[config.mk]
export PLATFORM = sky130hd
export DESIGN_NAME = branch_resolve_unit_flat
export DESIGN_NICKNAME = d
export VERILOG_FILES = /design/src/rtl/branch_resolve_unit_if.sv /design/src/rtl/branch_resolve_unit.sv /design/src/flat_wrapper.sv
export SDC_FILE = /design/constraint.sdc
export NUM_CORES = 1
export LEC_CHECK = 0
export CORE_MARGIN = 8
export CORE_UTILIZATION = 40
export CTS_BUF_LIST = sky130_fd_sc_hd__clkbuf_16
export DETAILED_ROUTE_END_ITERATION = 16
export DONT_BUFFER_PORTS = 1
export PLACE_DENSITY_LB_ADDON = 0.08
export SLEW_MARGIN = 10
export SYNTH_ARGS = -nofsm -noshare
export SYNTH_HDL_FRONTEND = slang
export SYNTH_SLANG_ARGS = --single-unit
[constraint.sdc]
create_clock -name clk -period 2.16 [get_ports clk]
set_clock_uncertainty 0.1 [all_clocks]
set_input_delay 0.648 -clock clk [delete_from_list [all_inputs] [get_ports clk]]
set_output_delay 0.648 -clock clk [all_outputs]
set_load 0.01 [all_outputs]
[src/rtl/branch_resolve_unit_if.sv]
// branch_resolve_unit_if: control-unit <-> branch resolution stage signal bundle
interface branch_resolve_unit_if #(
    parameter int ADDR_WIDTH = 32,
    parameter int CNT_WIDTH  = 16
);
    logic                  start;
    logic [1:0]            branch_ctrl;
    logic                  zero;
    logic                  gt;
    logic [ADDR_WIDTH-1:0] target_addr;
    logic [ADDR_WIDTH-1:0] pc_plus4;
    logic                  busy;
    logic                  done;
    logic                  taken;
    logic                  pc_write;
    logic [ADDR_WIDTH-1:0] pc_next;
    logic [CNT_WIDTH-1:0]  branch_count;
    logic [CNT_WIDTH-1:0]  taken_count;

    modport master (
        output start, branch_ctrl, zero, gt, target_addr, pc_plus4,
        input  busy, done, taken, pc_write, pc_next, branch_count, taken_count
    );
    modport slave (
        input  start, branch_ctrl, zero, gt, target_addr, pc_plus4,
        output busy, done, taken, pc_write, pc_next, branch_count, taken_count
    );
endinterface

[src/rtl/branch_resolve_unit.sv]
// branch_resolve_unit: 3-cycle branch condition resolve with PC write strobe and saturating stats
module branch_resolve_unit #(
    parameter int ADDR_WIDTH = 32,
    parameter int CNT_WIDTH  = 16
) (
    input logic                 clk,
    input logic                 reset,
    branch_resolve_unit_if.slave bus
);
    typedef enum logic [1:0] {IDLE, EVAL, COMMIT} state_t;

    state_t                state_q, state_d;
    logic [1:0]            ctrl_q, ctrl_d;
    logic                  zero_q, zero_d;
    logic                  gt_q, gt_d;
    logic [ADDR_WIDTH-1:0] target_q, target_d;
    logic [ADDR_WIDTH-1:0] pc4_q, pc4_d;
    logic                  taken_q, taken_d;
    logic [ADDR_WIDTH-1:0] pc_next_q, pc_next_d;
    logic                  done_q, done_d;
    logic                  pc_write_q, pc_write_d;
    logic [CNT_WIDTH-1:0]  branch_count_q, branch_count_d;
    logic [CNT_WIDTH-1:0]  taken_count_q, taken_count_d;
    logic                  cond;

    // bit 0 of the select inverts the chosen flag
    assign cond = ctrl_q[1] ? (gt_q ^ ctrl_q[0]) : (zero_q ^ ctrl_q[0]);

    always_comb begin
        state_d        = state_q;
        ctrl_d         = ctrl_q;
        zero_d         = zero_q;
        gt_d           = gt_q;
        target_d       = target_q;
        pc4_d          = pc4_q;
        taken_d        = taken_q;
        pc_next_d      = pc_next_q;
        done_d         = 1'b0;
        pc_write_d     = 1'b0;
        branch_count_d = branch_count_q;
        taken_count_d  = taken_count_q;
        case (state_q)
            IDLE: if (bus.start) begin
                ctrl_d   = bus.branch_ctrl;
                zero_d   = bus.zero;
                gt_d     = bus.gt;
                target_d = bus.target_addr;
                pc4_d    = bus.pc_plus4;
                state_d  = EVAL;
            end
            EVAL: begin
                taken_d        = cond;
                pc_next_d      = cond ? target_q : pc4_q;
                branch_count_d = branch_count_q + CNT_WIDTH'(branch_count_q != '1);
                taken_count_d  = taken_count_q + CNT_WIDTH'(cond && taken_count_q != '1);
                done_d         = 1'b1;
                pc_write_d     = cond;
                state_d        = COMMIT;
            end
            COMMIT: state_d = IDLE;
            default: state_d = IDLE;
        endcase
    end

    always_ff @(posedge clk) begin
        if (reset) begin
            state_q        <= IDLE;
            ctrl_q         <= '0;
            zero_q         <= 1'b0;
            gt_q           <= 1'b0;
            target_q       <= '0;
            pc4_q          <= '0;
            taken_q        <= 1'b0;
            pc_next_q      <= '0;
            done_q         <= 1'b0;
            pc_write_q     <= 1'b0;
            branch_count_q <= '0;
            taken_count_q  <= '0;
        end else begin
            state_q        <= state_d;
            ctrl_q         <= ctrl_d;
            zero_q         <= zero_d;
            gt_q           <= gt_d;
            target_q       <= target_d;
            pc4_q          <= pc4_d;
            taken_q        <= taken_d;
            pc_next_q      <= pc_next_d;
            done_q         <= done_d;
            pc_write_q     <= pc_write_d;
            branch_count_q <= branch_count_d;
            taken_count_q  <= taken_count_d;
        end
    end

    assign bus.busy         = state_q != IDLE;
    assign bus.done         = done_q;
    assign bus.taken        = taken_q;
    assign bus.pc_write     = pc_write_q;
    assign bus.pc_next      = pc_next_q;
    assign bus.branch_count = branch_count_q;
    assign bus.taken_count  = taken_count_q;
endmodule

[src/flat_wrapper.sv]
// flat-port wrapper written by rule: the top's interface ports become plain ports
module branch_resolve_unit_flat 
#(
    parameter int ADDR_WIDTH = 32,
    parameter int CNT_WIDTH  = 16
)
  (clk, reset, bus_start, bus_branch_ctrl, bus_zero, bus_gt, bus_target_addr, bus_pc_plus4, bus_busy, bus_done, bus_taken, bus_pc_write, bus_pc_next, bus_branch_count, bus_taken_count);
  branch_resolve_unit_if #(.ADDR_WIDTH(ADDR_WIDTH), .CNT_WIDTH(CNT_WIDTH)) bus_i ();
  input logic clk;
  input logic reset;
  input wire logic [$bits(bus_i.start)-1:0] bus_start;
  input wire logic [$bits(bus_i.branch_ctrl)-1:0] bus_branch_ctrl;
  input wire logic [$bits(bus_i.zero)-1:0] bus_zero;
  input wire logic [$bits(bus_i.gt)-1:0] bus_gt;
  input wire logic [$bits(bus_i.target_addr)-1:0] bus_target_addr;
  input wire logic [$bits(bus_i.pc_plus4)-1:0] bus_pc_plus4;
  output wire logic [$bits(bus_i.busy)-1:0] bus_busy;
  output wire logic [$bits(bus_i.done)-1:0] bus_done;
  output wire logic [$bits(bus_i.taken)-1:0] bus_taken;
  output wire logic [$bits(bus_i.pc_write)-1:0] bus_pc_write;
  output wire logic [$bits(bus_i.pc_next)-1:0] bus_pc_next;
  output wire logic [$bits(bus_i.branch_count)-1:0] bus_branch_count;
  output wire logic [$bits(bus_i.taken_count)-1:0] bus_taken_count;
  assign bus_i.start = bus_start;
  assign bus_i.branch_ctrl = bus_branch_ctrl;
  assign bus_i.zero = bus_zero;
  assign bus_i.gt = bus_gt;
  assign bus_i.target_addr = bus_target_addr;
  assign bus_i.pc_plus4 = bus_pc_plus4;
  assign bus_busy = bus_i.busy;
  assign bus_done = bus_i.done;
  assign bus_taken = bus_i.taken;
  assign bus_pc_write = bus_i.pc_write;
  assign bus_pc_next = bus_i.pc_next;
  assign bus_branch_count = bus_i.branch_count;
  assign bus_taken_count = bus_i.taken_count;
  branch_resolve_unit #(.ADDR_WIDTH(ADDR_WIDTH), .CNT_WIDTH(CNT_WIDTH)) u_core (.clk(clk), .reset(reset), .bus(bus_i));
endmodule
* Word level (Yosys, flattened, before mapping)
Index checks and enable logic that the tools add are counted.
W data, S select, Z words.
** Word-level totals
- Output and inout bits :: 68
- Flip-flop bits (word level) :: 137
** Cells by class
- Equality and inequality tests :: 4
- Reductions and logical operators :: 5
- Bitwise gates (word level) :: 3
- $add $sub $neg :: 2
- Mux-type cells :: 5
** Operators with widths (count)
- $add A16 B1 Y16 :: 2
- $mux W32 :: 1
- $ne A16 B16 Y1 const B :: 2
- $pmux W2 S2 :: 1
- $eq A2 B1 Y1 const B :: 1
- $logic_not A2 Y1 :: 1
- $mux W1 :: 2
- $mux W2 :: 1
- $ne A2 B2 Y1 const B :: 1
- $reduce_and A2 Y1 :: 1
- $reduce_bool A2 Y1 :: 1
- $reduce_or A2 Y1 :: 1
- $xor A1 B1 Y1 :: 2
- $logic_and A1 B1 Y1 :: 1
- $not A1 Y1 :: 1

* Depth between registers and ports, before layout
- Depth after elaboration :: 4
- Mapped depth :: 10

* Least setup slack after synthesis
No wires, ideal clock.
- Path kind :: register to register
- From :: register u_core.ctrl_q[1]
- To :: register u_core.taken_count_q[13] (netlist: u_core.bus.taken_count[13])
- Path slack :: -138 ps
- Cell stages (with the launch flop) :: 10
- Data required time :: 1939 ps
- Arrival time :: 2077 ps
- Library setup time :: 121 ps
- Path buffers :: 1
- Clock period less this slack :: 2298 ps
- Cell sequence :: dfxtp_1 mux2i_4 xor2_4 buf_6 nor2_1 ha_1 and2_1 nand3_1 nor2_1 mux2_2
** Between the ends
- Longest elaborated chain between the ends :: 3
** Ends and longest elaborated chain
- start, declared :: RTL line branch_resolve_unit.sv:13 : logic [1:0] ctrl_q, ctrl_d;
- start signal, assigned :: RTL line branch_resolve_unit.sv:81 : ctrl_q <= ctrl_d;
- $mux W1 :: RTL line branch_resolve_unit.sv:27 : assign cond = ctrl_q[1] ? (gt_q ^ ctrl_q[0]) : (zero_q ^ ctrl_q[0]);
- $logic_and A1 B1 Y1 :: RTL line branch_resolve_unit.sv:55 : taken_count_d = taken_count_q + CNT_WIDTH'(cond && taken_count_q != '1);
- $add A16 B1 Y16 :: RTL line branch_resolve_unit.sv:55
- end signal, assigned :: RTL line branch_resolve_unit.sv:91 : taken_count_q <= taken_count_d;
- end, declared :: RTL line branch_resolve_unit.sv:23 : logic [CNT_WIDTH-1:0] taken_count_q, taken_count_d;
Every way passes these cells.
A chain may end at the register's enable or synchronous reset.

* Final worst setup path
- From :: register u_core.ctrl_q[1]
- To :: register u_core.taken_count_q[14] (netlist: u_core.bus.taken_count[14])
Same word-level chain as after synthesis.

==> summary.txt <==
Worst hold path
  – WHS Endpoint: u_core.target_q[23]$_SDFFE_PP0P_
  – Worst Hold Path Cells: 1
  – Hold crit path type: input pin to flip-flop
  – HP Start: reset

Finish
  – Area delta synth->final: 17.2%
  – Fill count: 1333
  – Post-Layout Cell Count: 876
  – Most frequent cells in the layout: 156 x nand2_1, 134 x dfxtp_1, 82 x a21oi_1, 65 x nor3_1, 55 x nor2_1
  – Commonest non-fill, non-tap cell in the layout: nand2_1
  – FF+latch area: 0.00275 mm²
  – Footprint of the multi-input gates: 0.00274 mm²
  – Utilization after layout: 47.8%
  – Fraction of layout cells with a size suffix above 1: 17.8%
  – Fin nets: 760
  – Diode count: 0

Timing
  – Post-layout min period: around 2.1 ns
  – Total negative slack: 0 ns
  – Worst-Margin Slew: 1.08 ns
  – Final Hold Viols: 0
  – Final setup vio count: 0
  – Slew Limit Fails: 0
  – RSZ-0062 raised after global routing: yes
  – Slew margin rel.: 27.7%
  – Highest clock rate: 478 MHz
  – Period utilisation layout: 96.9%

Route
  – Vias after detailed routing: 4675
  – Vias per cell: 5.34
  – DRT antenna net count: 0
  – DRT iter0 DRCs: 260
  – DRC violations left: 0
  – Drt first pass iters: 4
  – Wire per inst: 17.5 µm
  – Final Routed Wirelength: 15.3 mm

Floorplanning
  – Initial Util: 40.8%
  – Std cell rows: 43
  – Die footprint: 0.0182 mm²
  – Chip width: 135 µm
  – Die height: 135 µm
  – IO Count: 139
  – Core region area: 0.0138 mm²

Synthesis
  – Top cells by area, synth: dfxtp_1 49%, nand2_1 10%, a21oi_1 7.5%
  – Mapped Cells: approximately 670
  – Post-synthesis cell type count: 37
  – Register area share after synthesis: 48.6%
  – Synthesized area: 0.00564 mm²
  – Syn nets: 751
  – Post-synth top area share: 48.6%
  – Biggest area consumer among synthesized cells: dfxtp_1
  – Syn avg cell area: roughly 8.4 µm²
  – Synth warn: 0
  – Flops & latches, synth: approximately 140

Setup path
  – Reg2Reg Capture Point: u_core.bus.taken_count[14]$_SDFFE_PP0P_
  – Setup CP Type: flip-flop to flip-flop
  – Reg2reg setup slack: around 0.066 ns
  – Arrival time of the worst setup path: 2.34 ns
  – Reg2reg path depth: 8
  – Worst Setup End Kind: flip-flop
  – Crit-path max FO: 3
  – Reg2reg start: u_core.ctrl_q[1]$_SDFFE_PP0P_
  – Setup crit start kind: flip-flop
  – Worst EP required: 2.41 ns

Power
  – Leakage: 2.36 nW
  – Clock power share: 47.1%
  – PD cells: 924 mW/mm²
  – Internal power: 4.60 mW
  – Total Power: 6.11 mW
  – Logic gate share of total power: between 7 and 8%
  – Worst ir drop on vdd: 0.550 mV
  – Net Sw Power: 1.51 mW
  – Seq pwr share: 45.4%
  – Switching share of power: around a quarter

Clock tree
  – Worst-Skew Late Latency: between 0.4 and 0.5 ns
  – CTS root buffer: clkbuf_16
  – H-tree Lvls: 4
  – Clock-pin transition on the worst setup and hold timing paths: 0.06 ns
  – CTS Buffer Depth: 2
  – CTS tree: built
  – Clock sink count: 137
  – CTS buffer count: 17

Global route
  – Total grt overflow: 0
  – First-pass GRT wire length: 24.5 mm
  – Largest net degree at the start of global routing: 139
  – Number of global-route vias before repair: 4675
  – Gr usage total: between 15 and 20%
  – Initial antenna violation count: 0

Status
  – Status: finished, final reports clean

Placed design
  – Buffers on Ports: 0
  – DP HPWL: 9.97 mm
  – Placed cell count: ~840
  – Placer Congestion: about 0.8

Job
  – Total of max-cap violations: 0
==> synth_stat cells <==
library cell / instances
nand4_1: 14
inv_1: 2
buf_1: 6
xor2_4: 1
ha_1: 6
and2_1: 3
o41ai_1: 1
buf_2: 10
nand4_2: 1
mux2_2: 1
clkbuf_1: 26
and2_4: 1
nor2_1: 57
buf_4: 2
nand2_1: 157
buf_6: 4
nor4_1: 5
mux2i_4: 1
or3b_1: 1
or3_1: 8
o21ai_0: 8
nor4_2: 28
xnor2_4: 1
o31ai_1: 2
or4_1: 2
nor3_1: 65
and3_1: 1
and4_1: 5
nand2_2: 1
nand2b_1: 1
a21oi_1: 84
xor2_1: 16
dfxtp_1: 137
nand3_1: 10
and2b_1: 1
and4b_1: 2
clkbuf_4: 3
==> what timing repair did <==
action	4_1_cts	5_1_grt
pin swaps	0	11
hold buffers	0	0
gates resized for setup	1	13
buffers inserted	0	1
endpoints found under the setup margin	3	29
==> cells by family after synthesis <==
kind of cell               share of synthesized area, %
buffers and inverters                              4.61
adders and majority gates                          1.33
xor gates and xnor gates                           3.46
DFF                                                48.6
AOI/OAI and AO/OA                                  8.58
and+or+nand+nor                                    32.8
muxes                                             0.599
==> worst max-delay path: stages, from the launching register on <==
cell     delay [ns]
dfxtp_2        0.35
mux2i_4        0.37
xor2_4         0.11
nor2_2         0.15
ha_4           0.18
ha_4           0.15
nand3_4        0.08
or4_4          0.43
a21oi_2        0.12
==> power groups by stage <==
stage | Combinational, mW | Clock (mW) | Sequential, mW
CTS | 0.472 | 2.95 | 2.77
finish | 0.464 | 2.87 | 2.77
floorplan | 0.417 | 0 | 2.80
global route | 0.529 | 3.06 | 2.79
detailed placement | 0.471 | 0 | 2.83
global placement | 0.458 | 0 | 2.83
==> final cells by class <==
type | instances | area share [%]
Sequential cell | 137 | 41.5
Timing Repair Buffer | 41 | 4.65
Tap cell | 180 | 3.41
Inverter | 2 | 0.114
Clock buffer | 17 | 6.43
Multi-Input combinational cell | 484 | 41.5
Clock inverter | 15 | 2.38
==> state kept, by name (all words and copies together), names as in the netlist, 2 cells and up <==
name                     flops
u_core.pc4_q                32
u_core.state_q               2
u_core.target_q             32
u_core.bus.branch_count     16
u_core.bus.pc_next          32
u_core.bus.taken_count      16
u_core.ctrl_q                2
==> metrics by stage <==
stage | worst slack (ns) | hold slack, ns | area [µm²]
3_3_place_gp | 0.0624 | 0.338 | 5960
3_5_place_dp | -0.0306 | 0.341 | 5960
4_1_cts | 0.00122 | 0.194 | 6550
2_1_floorplan | -0.0326 | 0.337 | 5680
6_report | 0.0659 | 0.205 | 6610
5_1_grt | -0.0798 | 0.188 | 6610
==> worst max path at each step <==
stage                                                        from                                       end  slack (ns)  cells after the start
after floorplan                     u_core.ctrl_q[1]$_SDFFE_PP0P_   u_core.bus.taken_count[13]$_SDFFE_PP0P_       -0.03                      9
after global placement    u_core.bus.branch_count[6]$_SDFFE_PP0P_   u_core.bus.branch_count[6]$_SDFFE_PP0P_        0.06                      9
after detailed placement  u_core.bus.branch_count[6]$_SDFFE_PP0P_  u_core.bus.branch_count[10]$_SDFFE_PP0P_       -0.03                      9
after CTS                 u_core.bus.branch_count[6]$_SDFFE_PP0P_   u_core.bus.branch_count[6]$_SDFFE_PP0P_       0.001                      9
after global routing                u_core.ctrl_q[1]$_SDFFE_PP0P_        u_core.bus.pc_next[4]$_SDFFE_PP0P_       -0.08                      4
final                               u_core.ctrl_q[1]$_SDFFE_PP0P_   u_core.bus.taken_count[14]$_SDFFE_PP0P_        0.07                      8
==> per-layer routing <==
layer	routed length, µm	track usage, %
met3	1410	7.65
met5	0	0
met2	7260	26.6
met4	178	5.36
met1	6470	20.1
No activity file was read; power rests on OpenSTA's default activity.
